File: src/rtl/dll_lock_seq_pkg.sv
// Shared types and constants for the DLL lock sequencer.
package dll_lock_seq_pkg;

  typedef enum logic [2:0] {
    S_RST    = 3'd0,
    S_WAIT   = 3'd1,
    S_STABLE = 3'd2,
    S_RUN    = 3'd3,
    S_FAIL   = 3'd4
  } state_t;

  localparam int unsigned RETRY_W = 3;
  localparam int unsigned LOSS_W  = 8;

  localparam int unsigned DEF_RST_PULSE  = 8;
  localparam int unsigned DEF_LOCK_TMO   = 2097152;
  localparam int unsigned DEF_STABLE_CYC = 1024;
  localparam int unsigned DEF_MAX_RETRY  = 7;
  localparam int unsigned DEF_TMR_W      = 25;

endpackage

File: src/rtl/dll_lock_seq_if.sv
// Control/status bundle between the lock sequencer and the DLL / downstream reset domain.
interface dll_lock_seq_if;
  import dll_lock_seq_pkg::*;

  logic               locked_in;
  logic               retrain;
  logic               dll_rst;
  logic               sys_rst;
  logic               ready;
  logic               fail;
  logic [RETRY_W-1:0] retry_cnt;
  logic [LOSS_W-1:0]  loss_cnt;

  modport master (
    input  locked_in, retrain,
    output dll_rst, sys_rst, ready, fail, retry_cnt, loss_cnt
  );

  modport slave (
    output locked_in, retrain,
    input  dll_rst, sys_rst, ready, fail, retry_cnt, loss_cnt
  );

endinterface

File: src/rtl/dll_lock_sync.sv
// Two-flop synchroniser for the asynchronous DLL LOCKED flag; resets to "not locked".
module dll_lock_sync (
  input  logic clk,
  input  logic rst,
  input  logic d,
  output logic q
);

  logic meta;

  always_ff @(posedge clk or posedge rst) begin
    if (rst) begin
      meta <= 1'b0;
      q    <= 1'b0;
    end else begin
      meta <= d;
      q    <= meta;
    end
  end

endmodule

File: src/rtl/dll_lock_seq.sv
// DLL power-up/relock sequencer: reset pulse, lock wait with timeout and retry, stability hold.
// Optional lock-loss counter enabled by defining DLL_LOCK_SEQ_LOSS_CNT_EN.
module dll_lock_seq
  import dll_lock_seq_pkg::*;
#(
  parameter int unsigned RST_PULSE  = DEF_RST_PULSE,
  parameter int unsigned LOCK_TMO   = DEF_LOCK_TMO,
  parameter int unsigned STABLE_CYC = DEF_STABLE_CYC,
  parameter int unsigned MAX_RETRY  = DEF_MAX_RETRY,
  parameter int unsigned TMR_W      = DEF_TMR_W
) (
  input  logic           CLKIN,
  input  logic           RST,
  dll_lock_seq_if.master io
);

  localparam logic [RETRY_W-1:0] RETRY_SAT = '1;

  state_t             state, state_nxt;
  logic [TMR_W-1:0]   timer, timer_nxt;
  logic [RETRY_W-1:0] retry_q, retry_nxt;
  logic               dll_rst_q, sys_rst_q, ready_q, fail_q;
  logic               dll_rst_nxt, sys_rst_nxt, ready_nxt, fail_nxt;
  logic               lk;

  dll_lock_sync u_lock_sync (
    .clk (CLKIN),
    .rst (RST),
    .d   (io.locked_in),
    .q   (lk)
  );

  always_ff @(posedge CLKIN or posedge RST) begin
    if (RST) begin
      state     <= S_RST;
      timer     <= '0;
      retry_q   <= '0;
      dll_rst_q <= 1'b1;
      sys_rst_q <= 1'b1;
      ready_q   <= 1'b0;
      fail_q    <= 1'b0;
    end else begin
      state     <= state_nxt;
      timer     <= timer_nxt;
      retry_q   <= retry_nxt;
      dll_rst_q <= dll_rst_nxt;
      sys_rst_q <= sys_rst_nxt;
      ready_q   <= ready_nxt;
      fail_q    <= fail_nxt;
    end
  end

  // Timer only runs in the timed states so it never wraps while parked in RUN/FAIL.
  always_comb begin
    state_nxt = state;
    timer_nxt = timer;
    retry_nxt = retry_q;
    case (state)
      S_RST: begin
        timer_nxt = timer + TMR_W'(1);
        if (timer == TMR_W'(RST_PULSE - 1)) state_nxt = S_WAIT;
      end
      S_WAIT: begin
        timer_nxt = timer + TMR_W'(1);
        if (io.retrain) begin
          state_nxt = S_RST;
        end else if (lk) begin
          state_nxt = S_STABLE;
        end else if (timer == TMR_W'(LOCK_TMO - 1)) begin
          retry_nxt = (retry_q == RETRY_SAT) ? retry_q : retry_q + RETRY_W'(1);
          state_nxt = (MAX_RETRY != 0 && 32'(retry_nxt) >= MAX_RETRY) ? S_FAIL : S_RST;
        end
      end
      S_STABLE: begin
        timer_nxt = timer + TMR_W'(1);
        if (io.retrain || !lk) begin
          state_nxt = S_RST;
        end else if (timer == TMR_W'(STABLE_CYC - 1)) begin
          state_nxt = S_RUN;
          retry_nxt = '0;
        end
      end
      S_RUN: begin
        if (io.retrain || !lk) state_nxt = S_RST;
      end
      S_FAIL: begin
        if (io.retrain) begin
          state_nxt = S_RST;
          retry_nxt = '0;
        end
      end
      default: state_nxt = S_RST;
    endcase
    if (state_nxt != state) timer_nxt = '0;
    dll_rst_nxt = (state_nxt == S_RST) || (state_nxt == S_FAIL);
    sys_rst_nxt = (state_nxt != S_RUN);
    ready_nxt   = (state_nxt == S_RUN);
    fail_nxt    = (state_nxt == S_FAIL);
  end

  assign io.dll_rst   = dll_rst_q;
  assign io.sys_rst   = sys_rst_q;
  assign io.ready     = ready_q;
  assign io.fail      = fail_q;
  assign io.retry_cnt = retry_q;

`ifdef DLL_LOCK_SEQ_LOSS_CNT_EN
  // Only genuine lock loss in RUN counts; a bare retrain does not.
  logic [LOSS_W-1:0] loss_q;
  logic              loss_evt;

  assign loss_evt = (state == S_RUN) && !lk;

  always_ff @(posedge CLKIN or posedge RST) begin
    if (RST) begin
      loss_q <= '0;
    end else if (loss_evt && (loss_q != '1)) begin
      loss_q <= loss_q + LOSS_W'(1);
    end
  end

  assign io.loss_cnt = loss_q;
`else
  assign io.loss_cnt = '0;
`endif

endmodule
File: src/flat_wrapper.sv
// flat-port wrapper written by rule: the top's interface ports become plain ports
module dll_lock_seq_flat import dll_lock_seq_pkg::*;
#(
  parameter int unsigned RST_PULSE  = DEF_RST_PULSE,
  parameter int unsigned LOCK_TMO   = DEF_LOCK_TMO,
  parameter int unsigned STABLE_CYC = DEF_STABLE_CYC,
  parameter int unsigned MAX_RETRY  = DEF_MAX_RETRY,
  parameter int unsigned TMR_W      = DEF_TMR_W
)
  (CLKIN, RST, io_locked_in, io_retrain, io_dll_rst, io_sys_rst, io_ready, io_fail, io_retry_cnt, io_loss_cnt);
  dll_lock_seq_if io_i ();
  input  logic CLKIN;
  input  logic RST;
  input wire logic [$bits(io_i.locked_in)-1:0] io_locked_in;
  input wire logic [$bits(io_i.retrain)-1:0] io_retrain;
  output wire logic [$bits(io_i.dll_rst)-1:0] io_dll_rst;
  output wire logic [$bits(io_i.sys_rst)-1:0] io_sys_rst;
  output wire logic [$bits(io_i.ready)-1:0] io_ready;
  output wire logic [$bits(io_i.fail)-1:0] io_fail;
  output wire logic [$bits(io_i.retry_cnt)-1:0] io_retry_cnt;
  output wire logic [$bits(io_i.loss_cnt)-1:0] io_loss_cnt;
  assign io_i.locked_in = io_locked_in;
  assign io_i.retrain = io_retrain;
  assign io_dll_rst = io_i.dll_rst;
  assign io_sys_rst = io_i.sys_rst;
  assign io_ready = io_i.ready;
  assign io_fail = io_i.fail;
  assign io_retry_cnt = io_i.retry_cnt;
  assign io_loss_cnt = io_i.loss_cnt;
  dll_lock_seq #(.RST_PULSE(RST_PULSE), .LOCK_TMO(LOCK_TMO), .STABLE_CYC(STABLE_CYC), .MAX_RETRY(MAX_RETRY), .TMR_W(TMR_W)) u_core (.CLKIN(CLKIN), .RST(RST), .io(io_i));
endmodule
File: config.mk
export PLATFORM = sky130hd
export DESIGN_NAME = dll_lock_seq_flat
export DESIGN_NICKNAME = d
export VERILOG_FILES = /design/src/rtl/dll_lock_seq_pkg.sv /design/src/rtl/dll_lock_seq_if.sv /design/src/rtl/dll_lock_sync.sv /design/src/rtl/dll_lock_seq.sv /design/src/flat_wrapper.sv
export SDC_FILE = /design/constraint.sdc
export NUM_CORES = 1
export LEC_CHECK = 0
export ABC_AREA = 0
export CORE_ASPECT_RATIO = 1.2
export CORE_UTILIZATION = 45
export CTS_CLUSTER_SIZE = 24
export DETAILED_ROUTE_END_ITERATION = 16
export PLACE_DENSITY = 0.68
export RECOVER_POWER = 50
export REMOVE_ABC_BUFFERS = 1
export SLEW_MARGIN = 20
export SYNTH_ARGS = -nofsm -noshare
export SYNTH_HDL_FRONTEND = slang
export SYNTH_SLANG_ARGS = --single-unit
File: constraint.sdc
create_clock -name CLKIN -period 2.3 [get_ports CLKIN]
set_input_delay 0.345 -clock CLKIN [delete_from_list [all_inputs] [get_ports CLKIN]]
set_output_delay 0.345 -clock CLKIN [all_outputs]
set_load 0.05 [all_outputs]
==> Yosys cells after proc, flatten, opt, wreduce, memory -nomap -nowiden <==
Cells that the tools add are included.
{ "word_totals": {"inputBits": 4, "ff_bits": 37, "out_inout_bits": 15} }
{ "classes": {"addsub": 2, "reduce_logical": 9, "n_eq_ne": 18, "order_cmp": 1, "mux": 20} }
{ "op_table": {"columns": ["operator", "n"], "rows": [
  ["$mux W25", 2],
  ["$mux W3", 16],
  ["$add A25 B1 Y25 const B", 1],
  ["$eq A25 B10 Y1 const B", 1],
  ["$eq A25 B21 Y1 const B", 1],
  ["$eq A25 B3 Y1 const B", 1],
  ["$pmux W3 S5", 1],
  ["$eq A3 B2 Y1 const B", 3],
  ["$eq A3 B3 Y1 const B", 3],
  ["$pmux W3 S3", 1],
  ["$ne A2 B2 Y1 const B", 4],
  ["$reduce_and A7 Y1", 1],
  ["$logic_not A3 Y1", 2],
  ["$ne A2 B1 Y1 const B", 2],
  ["$add A3 B1 Y3 const B", 1],
  ["$eq A3 B1 Y1 const B", 1],
  ["$ge A3 B3 Y1 const B", 1],
  ["$ne A3 B2 Y1 const B", 1],
  ["$ne A3 B3 Y1", 1],
  ["$reduce_bool A3 Y1", 1],
  ["$reduce_or A3 Y1", 1],
  ["$logic_or A1 B1 Y1", 2],
  ["$reduce_bool A2 Y1", 1],
  ["$logic_not A1 Y1", 1]
]} }

==> Logic depth before layout (Yosys ltp) <==
{ "logic_depth": {"ltp_word": 10, "ltp_mapped": 7, "ltp_nobuf": 6} }

==> Modules after synthesis <==
A second synthesis with hierarchy kept.
{ "unflattened": {"cells_unflattened": 219, "hier_area_um2": 2108.3} }
{ "modules_own_cells": {"columns": ["mod", "instances", "cells_each", "seq_area_each_um2", "area_each_um2"], "rows": [
  ["dll_lock_seq", 1, 216, 878.3, 2054.5],
  ["dll_lock_sync", 1, 3, 50.0, 53.8]
]} }

==> Worst setup path after synthesis <==
Ideal clock, no wire load.
{ "synth_path": {"kind": "flip-flop to flip-flop", "from": "register u_core.timer[21]", "to": "register u_core.timer[10]", "period_less_slack_ns": 2.130, "stages_incl_launch_ff": 7, "path_buffers": 1, "setup_slack_ns": 0.170, "arrival_ns": 2.004, "path_cell_list": "dfrtp_1 > or4_1 > or2_4 > nor4_4 > and3_4 > buf_6 > nor3_1"} }
{ "synth_between": {"elab_chain_cells": 7} }
{ "synth_rtl": {"columns": ["element", "line", "text"], "rows": [
  ["start: declaration", "dll_lock_seq.sv:20", "logic [TMR_W-1:0] timer, timer_nxt;"],
  ["start signal: assignment", "dll_lock_seq.sv:44", "timer <= timer_nxt;"],
  ["$eq A25 B21 Y1", "dll_lock_seq.sv:69", "end else if (timer == TMR_W'(LOCK_TMO - 1)) begin"],
  ["$mux W3", "dll_lock_seq.sv:69", null],
  ["$mux W3", "dll_lock_seq.sv:67", "end else if (lk) begin"],
  ["$mux W3", "dll_lock_seq.sv:65", "if (io.retrain) begin"],
  ["$pmux W3 S5 (*)", "dll_lock_seq.sv:58", "case (state)"],
  ["$ne A3 B3 Y1 (*)", "dll_lock_seq.sv:94", "if (state_nxt != state) timer_nxt = '0;"],
  ["$mux W25 / $reduce_bool A2 Y1 (equally long branches)", null, null]
]} }
Mark *: on every way between the ends. The rest lies on a longest branch, timed or not.
A chain may end at the register's enable or synchronous reset.

==> Final worst setup path <==
{ "layout_path": {"from": "register u_core.timer[21]", "to": "register u_core.state[0]"} }
{ "layout_between": {"elab_chain_cells": 5} }
{ "layout_rtl": {"columns": ["element", "line", "text"], "rows": [
  ["$eq A25 B21 Y1", "dll_lock_seq.sv:69", null],
  ["$mux W3", "dll_lock_seq.sv:69", null],
  ["$mux W3", "dll_lock_seq.sv:67", null],
  ["$mux W3", "dll_lock_seq.sv:65", null],
  ["$pmux W3 S5 (*)", "dll_lock_seq.sv:58", null],
  ["named net u_core.state_nxt[0]", "dll_lock_seq.sv:19", "state_t state, state_nxt;"],
  ["end signal: assignment", "dll_lock_seq.sv:43", "state <= state_nxt;"],
  ["end: declaration", "dll_lock_seq.sv:19", null]
]} }
Mark *: on every way through the listed nets, which the timed path passes. The rest lies on a longest branch.

==> results_dict.tcl <==
set metrics [dict create \
    fmax_mhz 461 \
    gp_congestion 0.841 \
    io_buffer_count 10 \
    worstPathRequired_ns 2.47 \
    rows 26 \
    yosysTopAreaCell "dfrtp_1" \
    cts_tree "built" \
    grt_pass1_vias 1405 \
    synthToLayoutAreaGrowth_pct 13.5 \
    postSynthCellCount 216 \
    worst-r2r-setup-slack_ns 0.13 \
    cts_sinks 37 \
    finalClockSkew_ns 0.00674 \
    worstHoldStart "u_core.u_lock_sync.meta" \
    critPathCaptureType "flip-flop" \
    wl_per_cell_um 13.5 \
    yosysWarnings 0 \
    cap_violations 0 \
    worstMarginPinSlew_ns 0.902 \
    period_needed_ns 2.17 \
    die_w_um 63.3 \
    synth.avg_cell_area_um2 9.41 \
    cp.arrival_ns 2.34 \
    grt_usage_pct 18.0 \
    dr.pass1.iters 4 \
    cts_buffers 5 \
    vias 1530 \
    worst_r2r_path_depth 5 \
    p_per_area_mw_per_mm2 824 \
    syn-cell-area_mm2 0.00203 \
    status "complete, no violations" \
    synthArstFlopShare_pct 100 \
    wirelength_um 3870 \
    coreArea_mm2 0.00429 \
    hold_depth 0 \
    synth-seq-cells 37 \
    cts.path.max_buffers 2 \
    die_area_mm2 0.00479 \
    worstHoldPathType "reg -> reg" \
    max_slew_margin_pct 39.8 \
    post_cts_buffers 0 \
    total_power_mw 1.90 \
    synth.top_cell.area_share_pct 43.1 \
    grt_max_degree 38 \
    synth_edf_count 0 \
    r2r-start "u_core.timer[21]" \
    fill_cells 411 \
    synth_ff_type "dfrtp_1" \
    cp-start-kind "flip-flop" \
    synth.mux.area_fraction_pct 0.493 \
    grt_first_pass_wirelength_um 6610 \
    dp_hpwl_um 2620 \
    root_buffer "clkbuf_8" \
    setup_violations 0 \
    path_max_fanout 4 \
    ys_types 41 \
    antenna_found_initial 0 \
    fp.dieH_um 75.6 \
    drcViolationCount 0 \
    max-vdd-ir-drop_mv 0.293 \
    grt-ovfl-total 0 \
    drtIter0Drc 90 \
    synthTopCellsByCount "dfrtp_1 (35), nor3_1 (34), xnor2_1 (16)" \
    r2r_end "u_core.state[0]" \
    layout.nets 236 \
    cts.repair.resized 0 \
    clock_latency_ns 0.29 \
    fin_crit_sh_pct 94.4 \
    path_clk_slew_ns 0.07 \
    synth_area_leaders "dfrtp_1 (43%), nor3_1 (8.4%), xnor2_1 (6.9%), xor2_1 (3.9%), nand4_1 (3.1%)" \
    synthSimpleGateAreaFrac_pct 29.4 \
    avgViaCountPerCell 5.33 \
    cp-startpoint "u_core.timer[21]" \
    synth-xor-area-share_pct 10.8 \
    synth_top_family_by_area "simple AND/OR/NAND/NOR gates" \
    hold-path-endpoint "u_core.u_lock_sync.q" \
    initial_utilization_pct 47.3 \
    yosysSeqAreaShare_pct 45.7 \
    ant_nets 0 \
    ios 19 \
    synthAdderAreaFrac_pct 1.23 \
    cts_hold_buf 0 \
    crit_type "reg -> reg" \
    rsz0062_at_grt "false" \
    drive_gt1_share_pct 11.3 \
    synth_compound_area_share_pct 4.68 \
    post-synth-top-count-cell "dfrtp_1" \
    n_antenna_cell 0 \
    final.setup.tns_ns 0 \
    drv_slew 0 \
    h-tree-depth 2 \
    leakagePower_nw 0.983 \
    hold_viol 0 \
]
## metrics by stage
step / area [um^2] / instances / utilization [%] / hold slack, ns / setup WS [ns]
4_1_cts: 2310 / 287 / 53.7 / 0.353 / 0.0769
5_1_grt: 2310 / 287 / 53.7 / 0.363 / 0.000410
6_report: 2310 / 287 / 53.7 / 0.350 / 0.130
3_3_place_gp: 2190 / 279 / 50.9 / 0.334 / 0.213
2_1_floorplan: 1940 / 205 / - / 0.331 / 0.102
3_5_place_dp: 2190 / 279 / 50.9 / 0.336 / 0.137
## report_power, final
group / switching, mW / internal [mW]
registers: 0.0826 / 0.727
logic: 0.312 / 0.199
clock network: 0.228 / 0.352
total: 0.623 / 1.28
## kinds of logic (layout without fill, tap and decap cells)
logic type | Yosys count | count (layout)
AOI/OAI and AO/OA | 14 | 14
xor gates and xnor gates | 25 | 25
adders and majority gates | 2 | 2
buffers and inverters | 28 | 36
DFF | 37 | 37
muxes | 1 | 1
other | 1 | 8
and+or+nand+nor | 108 | 108
## area by class of cell
| type | instances | area [um^2] | area share (%) |
|---|---|---|---|
| multi-input combinational | 158 | 981 | 42.5 |
| clock inverter | 2 | 37.5 | 1.63 |
| clock buffer | 6 | 82.6 | 3.58 |
| inverter | 10 | 37.5 | 1.63 |
| sequential | 37 | 928 | 40.2 |
| timing repair buffer | 18 | 170 | 7.38 |
| tap | 56 | 70.1 | 3.04 |
## state kept, by name, summed over array words and instances (netlist names)
register and count:
u_core.io.fail 1, u_core.u_lock_sync.meta 1, u_core.state 3, u_core.io.ready 1, u_core.io.retry_cnt 3, u_core.io.sys_rst 1, u_core.u_lock_sync.q 1, u_core.io.dll_rst 1
u_core.timer 25
## metal layers
| layer | wire [um] | GRT usage [%] | vias to the layer above |
|---|---|---|---|
| li1 | - | - | 773 |
| met1 | 1750 | 21.2 | 723 |
| met2 | 1950 | 32.6 | 28 |
| met3 | 112 | 4.19 | 6 |
| met4 | 49 | 6.06 | 0 |
| met5 | 0 | 0 | - |
## worst max path at each step
stage	endpoint	slack (ns)
after detailed placement	u_core.timer[1]	0.14
after global routing	u_core.timer[1]	0.0004
final	u_core.state[0]	0.13
after CTS	u_core.timer[1]	0.08
after floorplan	u_core.timer[0]	0.10
after global placement	u_core.timer[0]	0.21
## cells in the final DEF (no fill, tap or decap), drive strengths merged, types with 2 or more instances in the layout
cell type	n
clkdlybuf4s50	8
dfrtp	35
inv	10
nand3b	2
dlygate4sd3	2
a311o	2
clkbuf	7
nor3	35
xnor2	16
nand4	10
dfstp	2
nor2	15
and3	4
buf	7
ha	2
nand2	14
or4	2
or2	2
xor2	9
a31oi	4
o21ai	2
a21oi	4
and4	3
nand3	6
nor4	8
conb	8
## critical path: stages, from the launching register on
cell	delay [ns]
dfrtp_1	0.43
or4_4	0.57
or2_4	0.26
nor4_4	0.31
o21ai_0	0.18
or2_2	0.31
No activity file was read; power rests on OpenSTA's default activity.
